## src/rtl/phase_lock_pkg.sv

```systemverilog
// Shared types and status codes for the phase lock controller.
package phase_lock_pkg;

  localparam int unsigned NUM_PHASES = 4;

  typedef logic [1:0] phase_t;
  typedef logic [1:0] status_t;

  typedef enum logic [2:0] {
    ST_IDLE    = 3'd0,
    ST_ACQUIRE = 3'd1,
    ST_DECIDE  = 3'd2,
    ST_LOCKED  = 3'd3,
    ST_FAIL    = 3'd4
  } plc_state_t;

  localparam status_t PLC_OK        = 2'b00;
  localparam status_t PLC_TIMEOUT   = 2'b01;
  localparam status_t PLC_AMBIGUOUS = 2'b10;

endpackage

```

## src/rtl/phase_lock_controller_histogram.sv

```systemverilog
// Four saturating phase bins with a combinational majority picker.
module phase_histogram
  import phase_lock_pkg::*;
#(
  parameter int unsigned CW      = 5,
  parameter int unsigned BIN_MAX = 16
) (
  input  logic          clk,
  input  logic          rst_n,
  input  logic          clear_i,
  input  logic          inc_i,
  input  phase_t        phase_i,
  output phase_t        winner_c,
  output logic [CW-1:0] winner_count_c
);

  localparam logic [CW-1:0] BIN_SAT = CW'(BIN_MAX);

  logic [CW-1:0] bin_q [NUM_PHASES];

  always_ff @(posedge clk or negedge rst_n) begin
    if (!rst_n) begin
      for (int i = 0; i < NUM_PHASES; i++) bin_q[i] <= '0;
    end else if (clear_i) begin
      for (int i = 0; i < NUM_PHASES; i++) bin_q[i] <= '0;
    end else if (inc_i && (bin_q[phase_i] != BIN_SAT)) begin
      bin_q[phase_i] <= bin_q[phase_i] + 1'b1;
    end
  end

  // Strict greater-than keeps the lowest index on ties.
  always_comb begin
    winner_c       = '0;
    winner_count_c = bin_q[0];
    for (int i = 1; i < NUM_PHASES; i++) begin
      if (bin_q[i] > winner_count_c) begin
        winner_c       = 2'(i);
        winner_count_c = bin_q[i];
      end
    end
  end

endmodule

```

## src/rtl/phase_lock_controller.sv

```systemverilog
// Acquires a phase histogram, locks onto the majority phase and tracks it,
// re-acquiring after a run of disagreeing reports.
module phase_lock_controller
  import phase_lock_pkg::*;
#(
  parameter int unsigned NUM_SAMPLES    = 16,
  parameter int unsigned THRESHOLD      = 12,
  parameter int unsigned TIMEOUT_CYCLES = 1024,
  parameter int unsigned MISMATCH_LIMIT = 4
) (
  input  logic    clk,
  input  logic    rst,
  input  logic    start,
  input  logic    abort,
  input  phase_t  phase,
  input  logic    phase_valid,
  output logic    busy,
  output logic    locked,
  output phase_t  lock_phase,
  output logic    done,
  output logic    lost_lock,
  output status_t status
);

  localparam int unsigned CW = $clog2(NUM_SAMPLES + 1);
  localparam int unsigned TW = (TIMEOUT_CYCLES > 1) ? $clog2(TIMEOUT_CYCLES) : 1;
  localparam int unsigned MW = $clog2(MISMATCH_LIMIT + 1);

  localparam logic [CW-1:0] SAMPLES_LAST = CW'(NUM_SAMPLES - 1);
  localparam logic [CW-1:0] THRESH       = CW'(THRESHOLD);
  localparam logic [TW-1:0] TMO_LAST     = TW'(TIMEOUT_CYCLES - 1);
  localparam logic [MW-1:0] MM_LAST      = MW'(MISMATCH_LIMIT - 1);

  plc_state_t    state_q, state_d;
  logic [CW-1:0] cnt_q, cnt_d;
  logic [TW-1:0] tmo_q, tmo_d;
  logic [MW-1:0] mm_q, mm_d;
  logic          busy_q, busy_d;
  logic          locked_q, locked_d;
  phase_t        lock_phase_q, lock_phase_d;
  logic          done_q, done_d;
  logic          lost_q, lost_d;
  status_t       status_q, status_d;

  logic          hist_clear;
  logic          hist_inc;
  logic          acq_entry;
  phase_t        winner;
  logic [CW-1:0] winner_count;

  phase_histogram #(
    .CW      (CW),
    .BIN_MAX (NUM_SAMPLES)
  ) u_hist (
    .clk            (clk),
    .rst_n          (rst),
    .clear_i        (hist_clear),
    .inc_i          (hist_inc),
    .phase_i        (phase),
    .winner_c       (winner),
    .winner_count_c (winner_count)
  );

  always_ff @(posedge clk or negedge rst) begin
    if (!rst) begin
      state_q      <= ST_IDLE;
      cnt_q        <= '0;
      tmo_q        <= '0;
      mm_q         <= '0;
      busy_q       <= 1'b0;
      locked_q     <= 1'b0;
      lock_phase_q <= '0;
      done_q       <= 1'b0;
      lost_q       <= 1'b0;
      status_q     <= PLC_OK;
    end else begin
      state_q      <= state_d;
      cnt_q        <= cnt_d;
      tmo_q        <= tmo_d;
      mm_q         <= mm_d;
      busy_q       <= busy_d;
      locked_q     <= locked_d;
      lock_phase_q <= lock_phase_d;
      done_q       <= done_d;
      lost_q       <= lost_d;
      status_q     <= status_d;
    end
  end

  always_comb begin
    state_d      = state_q;
    cnt_d        = cnt_q;
    tmo_d        = tmo_q;
    mm_d         = mm_q;
    lock_phase_d = lock_phase_q;
    status_d     = status_q;
    done_d       = 1'b0;
    lost_d       = 1'b0;
    hist_clear   = 1'b0;
    hist_inc     = 1'b0;
    acq_entry    = 1'b0;

    if (abort) begin
      state_d    = ST_IDLE;
      status_d   = PLC_OK;
      hist_clear = 1'b1;
      cnt_d      = '0;
      tmo_d      = '0;
      mm_d       = '0;
    end else begin
      unique case (state_q)
        ST_IDLE: begin
          if (start) acq_entry = 1'b1;
        end
        ST_ACQUIRE: begin
          // The final sample outranks a timeout landing in the same cycle.
          if (phase_valid) begin
            hist_inc = 1'b1;
            cnt_d    = cnt_q + 1'b1;
          end
          if (phase_valid && (cnt_q == SAMPLES_LAST)) begin
            state_d = ST_DECIDE;
          end else if (tmo_q == TMO_LAST) begin
            state_d  = ST_FAIL;
            status_d = PLC_TIMEOUT;
            done_d   = 1'b1;
          end else begin
            tmo_d = tmo_q + 1'b1;
          end
        end
        ST_DECIDE: begin
          done_d = 1'b1;
          if (winner_count >= THRESH) begin
            state_d      = ST_LOCKED;
            lock_phase_d = winner;
            status_d     = PLC_OK;
            mm_d         = '0;
          end else begin
            state_d  = ST_FAIL;
            status_d = PLC_AMBIGUOUS;
          end
        end
        ST_LOCKED: begin
          if (start) begin
            acq_entry = 1'b1;
          end else if (phase_valid) begin
            if (phase == lock_phase_q) begin
              mm_d = '0;
            end else if (mm_q == MM_LAST) begin
              acq_entry = 1'b1;
              lost_d    = 1'b1;
            end else begin
              mm_d = mm_q + 1'b1;
            end
          end
        end
        ST_FAIL: begin
          if (start) acq_entry = 1'b1;
        end
        default: begin
          state_d = ST_IDLE;
        end
      endcase
    end

    if (acq_entry) begin
      state_d    = ST_ACQUIRE;
      hist_clear = 1'b1;
      cnt_d      = '0;
      tmo_d      = '0;
      mm_d       = '0;
      status_d   = PLC_OK;
    end

    busy_d   = (state_d == ST_ACQUIRE) || (state_d == ST_DECIDE);
    locked_d = (state_d == ST_LOCKED);
  end

  assign busy       = busy_q;
  assign locked     = locked_q;
  assign lock_phase = lock_phase_q;
  assign done       = done_q;
  assign lost_lock  = lost_q;
  assign status     = status_q;

endmodule

```

## config.mk

```make
export PLATFORM = sky130hd
export DESIGN_NAME = phase_lock_controller
export DESIGN_NICKNAME = d
export VERILOG_FILES = /design/src/rtl/phase_lock_pkg.sv /design/src/rtl/phase_lock_controller_histogram.sv /design/src/rtl/phase_lock_controller.sv
export SDC_FILE = /design/constraint.sdc
export NUM_CORES = 1
export LEC_CHECK = 0
export CORE_MARGIN = 2
export CORE_UTILIZATION = 55
export DETAILED_ROUTE_END_ITERATION = 6
export GPL_ROUTABILITY_DRIVEN = 0
export GPL_TIMING_DRIVEN = 0
export PLACE_DENSITY = 0.86
export SLEW_MARGIN = 30
export SYNTH_ARGS = -nofsm -noshare
export SYNTH_HDL_FRONTEND = slang
export SYNTH_SLANG_ARGS = --single-unit
```

## constraint.sdc

```tcl
create_clock -name clk -period 4.81 [get_ports clk]
set_clock_uncertainty 0.05 [all_clocks]
set_input_delay 0.962 -clock clk [delete_from_list [all_inputs] [get_ports clk]]
set_output_delay 0.962 -clock clk [all_outputs]
set_load 0.02 [all_outputs]
```

==> impl_metrics.tcl <==
set metrics [dict create \
    min_period_ns 4.76 \
    drtIter0Drc 198 \
    cts_max_level 2 \
    synthTopCellsByArea "dfrtp_1 38%, ha_1 8.6%, mux2i_1 6.6%" \
    die_y_um 80.1 \
    ant_nets 0 \
    cts_hold_buf 0 \
    synth-seq-cells 49 \
    yosys-top-cells-count "49 x dfrtp_1, 40 x nor2_1, 24 x nand2_1" \
    cts_root_buffer "clkbuf_8" \
    via_count 2774 \
    maxSlewHeadroom_pct 57.8 \
    netlist.area_leader.share_pct 38.5 \
    path_clk_slew_ns 0.10 \
    drc 0 \
    routed_wirelength_um 7890 \
    final-seq-area_mm2 0.00123 \
    synth.distinct_cells 60 \
    path_common_cell "ha_1" \
    setup_viol 0 \
    slew_viol_final 0 \
    synthArstFlopShare_pct 100 \
    grt_pass1_wl_um 11800 \
    hold_slack_ns 0.499 \
    clock_latency_ns 0.32 \
    hold_class "reg -> reg" \
    numCtsBuffers 5 \
    leakage_nw 1.54 \
    multi_input_area_mm2 0.00194 \
    final_net_count 392 \
    power_density_mw_per_mm2 216 \
    finalSetupTns_ns 0 \
    wire_per_inst_um 18.1 \
    antenna_found_initial 0 \
    cp_slowest_cell "dfrtp_1" \
    die_w_um 80.1 \
    dr.pass1.iters 5 \
    synth_top_area_cell "dfrtp_1" \
    ir_drop_uv 121 \
    seq_area_frac_synth_pct 38.5 \
    drive_above_1_share_pct 18.7 \
    hold_viol 0 \
    power.total_mw 0.804 \
    gr-total-overflow 0 \
    cts.sinks 49 \
    criticalPathCategory "reg -> reg" \
    fill_cells 423 \
    grt_pass1_vias 2628 \
    syn-instance-count 328 \
    hpwlAfterDp_um 5030 \
    core-area_mm2 0.00554 \
    cap_violations 0 \
    fin_crit_sh_pct 98.9 \
    grt_max_degree 50 \
    syn_nets 357 \
    vias_per_cell 6.36 \
    syn-cell-area_mm2 0.00319 \
    tightest_slew_ns 0.634 \
    post-place-ws_ns -0.325 \
    status "complete, no violations" \
    yosys_warnings 0 \
    crit_required_ns 4.95 \
    grt_usage_pct 23.9 \
    synth_edf_count 0 \
    num_rows 27 \
    worstPathCellList "inv_1 > ha_1 > a21boi_2 > o32ai_4 > buf_6 > mux2i_2 > ha_1 > o21ai_1 > a21oi_2 > o22a_2 > o31ai_4 > ha_1 > and2_1 > a21boi_1 > o21ai_2 > o31ai_2 > a21o_4 > a211oi_4 > mux2_1" \
    synthFlopType "dfrtp_1" \
    end_kind "register" \
    antenna_cells 0 \
    initial_core_util_pct 57.5 \
    clk_path_buf_depth 2 \
    io_pins 15 \
    avgSynthCellArea_um2 9.72 \
    yosysMostFrequentCell "dfrtp_1" \
    utilization_pct 67.2 \
    portBuffers 14 \
    cp-start-kind "register" \
    fmax_mhz 210 \
    cp_max_fo 7 \
    max_stage_delay_ns 0.40 \
    worstPathArrival_ns 4.90 \
    cts_tree "built" \
    area_growth_pct 16.8 \
    die-area_mm2 0.00642 \
    setup_ws_ns 0.0547 \
]
## placed cells by master, fill, tap and decap left out, types with 7 or more instances in the layout
cell             instances
nor2_1                  38
nand3_1                 10
ha_1                    21
mux2i_1                 19
nand4_1                  7
nand2_1                 24
buf_4                   14
dfrtp_1                 45
o21ai_0                 13
inv_1                   15
xnor2_1                  7
clkdlybuf4s50_1         13
a21oi_1                 17
## critical path, delay by kind of cell (launching register included)
family	cells	cell delay, ns
muxes	2	0.63
AOI/OAI and AO/OA	11	2.21
buffers and inverters	2	0.25
and+or+nand+nor	1	0.18
DFF	1	0.40
adders and majority gates	3	0.89
## final cells by class
class / instances / area share (%)
plain buffers: 9 / 1.24
clock buffers: 5 / 1.85
clock inverters: 3 / 1.18
inverters: 15 / 1.51
multi-input cells: 255 / 52.0
flip-flops and latches: 49 / 33.1
well taps: 72 / 2.42
repair buffers: 28 / 6.72
## state kept, by name, indices dropped and copies added, names as in the netlist
| register | flops |
|---|---|
| cnt_q | 5 |
| lost_lock | 1 |
| status | 2 |
| lock_phase | 2 |
| tmo_q | 10 |
| locked | 1 |
| u_hist.bin_q | 20 |
| state_q | 3 |
| done | 1 |
| mm_q | 3 |
| busy | 1 |
## power breakdown
group	switching [mW]	total, mW	internal (mW)
clock network	0.148	0.304	0.156
registers	0.00129	0.415	0.414
logic	0.0554	0.0841	0.0286
## repair_timing
action | 4_1_cts | 5_1_grt
resized for setup | 7 | 17
pin swaps | 2 | 7
setup endpoints to repair | 6 | 11
buffers inserted | 4 | 10
## cell families (layout without fill, tap and decap cells)
group                      Yosys count  in the layout  synth area share (%)
xor gates and xnor gates            13             13                  3.57
AOI/OAI and AO/OA                   69             69                  15.0
buffers and inverters               24             60                  3.22
DFF                                 49             49                  38.5
and+or+nand+nor                    122            122                  20.1
muxes                               29             29                  11.0
adders and majority gates           22             22                  8.64
## metrics by stage
| stage | instance area (um^2) | instances |
|---|---|---|
| 2_1_floorplan | 3190 | 328 |
| 3_3_place_gp | 3420 | 414 |
| 3_5_place_dp | 3410 | 414 |
| 4_1_cts | 3590 | 426 |
| 5_1_grt | 3720 | 436 |
| 6_report | 3720 | 436 |
## metal layers
layer	track usage (%)	routed length, um	vias up
met4	6.78	221	0
met1	30.3	3290	1349
li1	-	-	1263
met5	0	0	-
met2	41.8	3910	137
met3	4.16	472	25
## final timing paths
path	depth (start not counted)	slack (ns)	end	startpoint
worst max-delay path	19	0.05	lock_phase[0]	u_hist.bin_q[19]
worst min-delay path	1	0.50	mm_q[0]	mm_q[0]
worst max register to register	19	0.05	lock_phase[0]	u_hist.bin_q[19]
worst min register to register	1	0.50	mm_q[0]	mm_q[0]
max in group asynchronous	1	3.63	u_hist.bin_q[11]	rst
min in group asynchronous	1	0.58	lock_phase[1]	rst
Power figures use the tool's default switching activity.
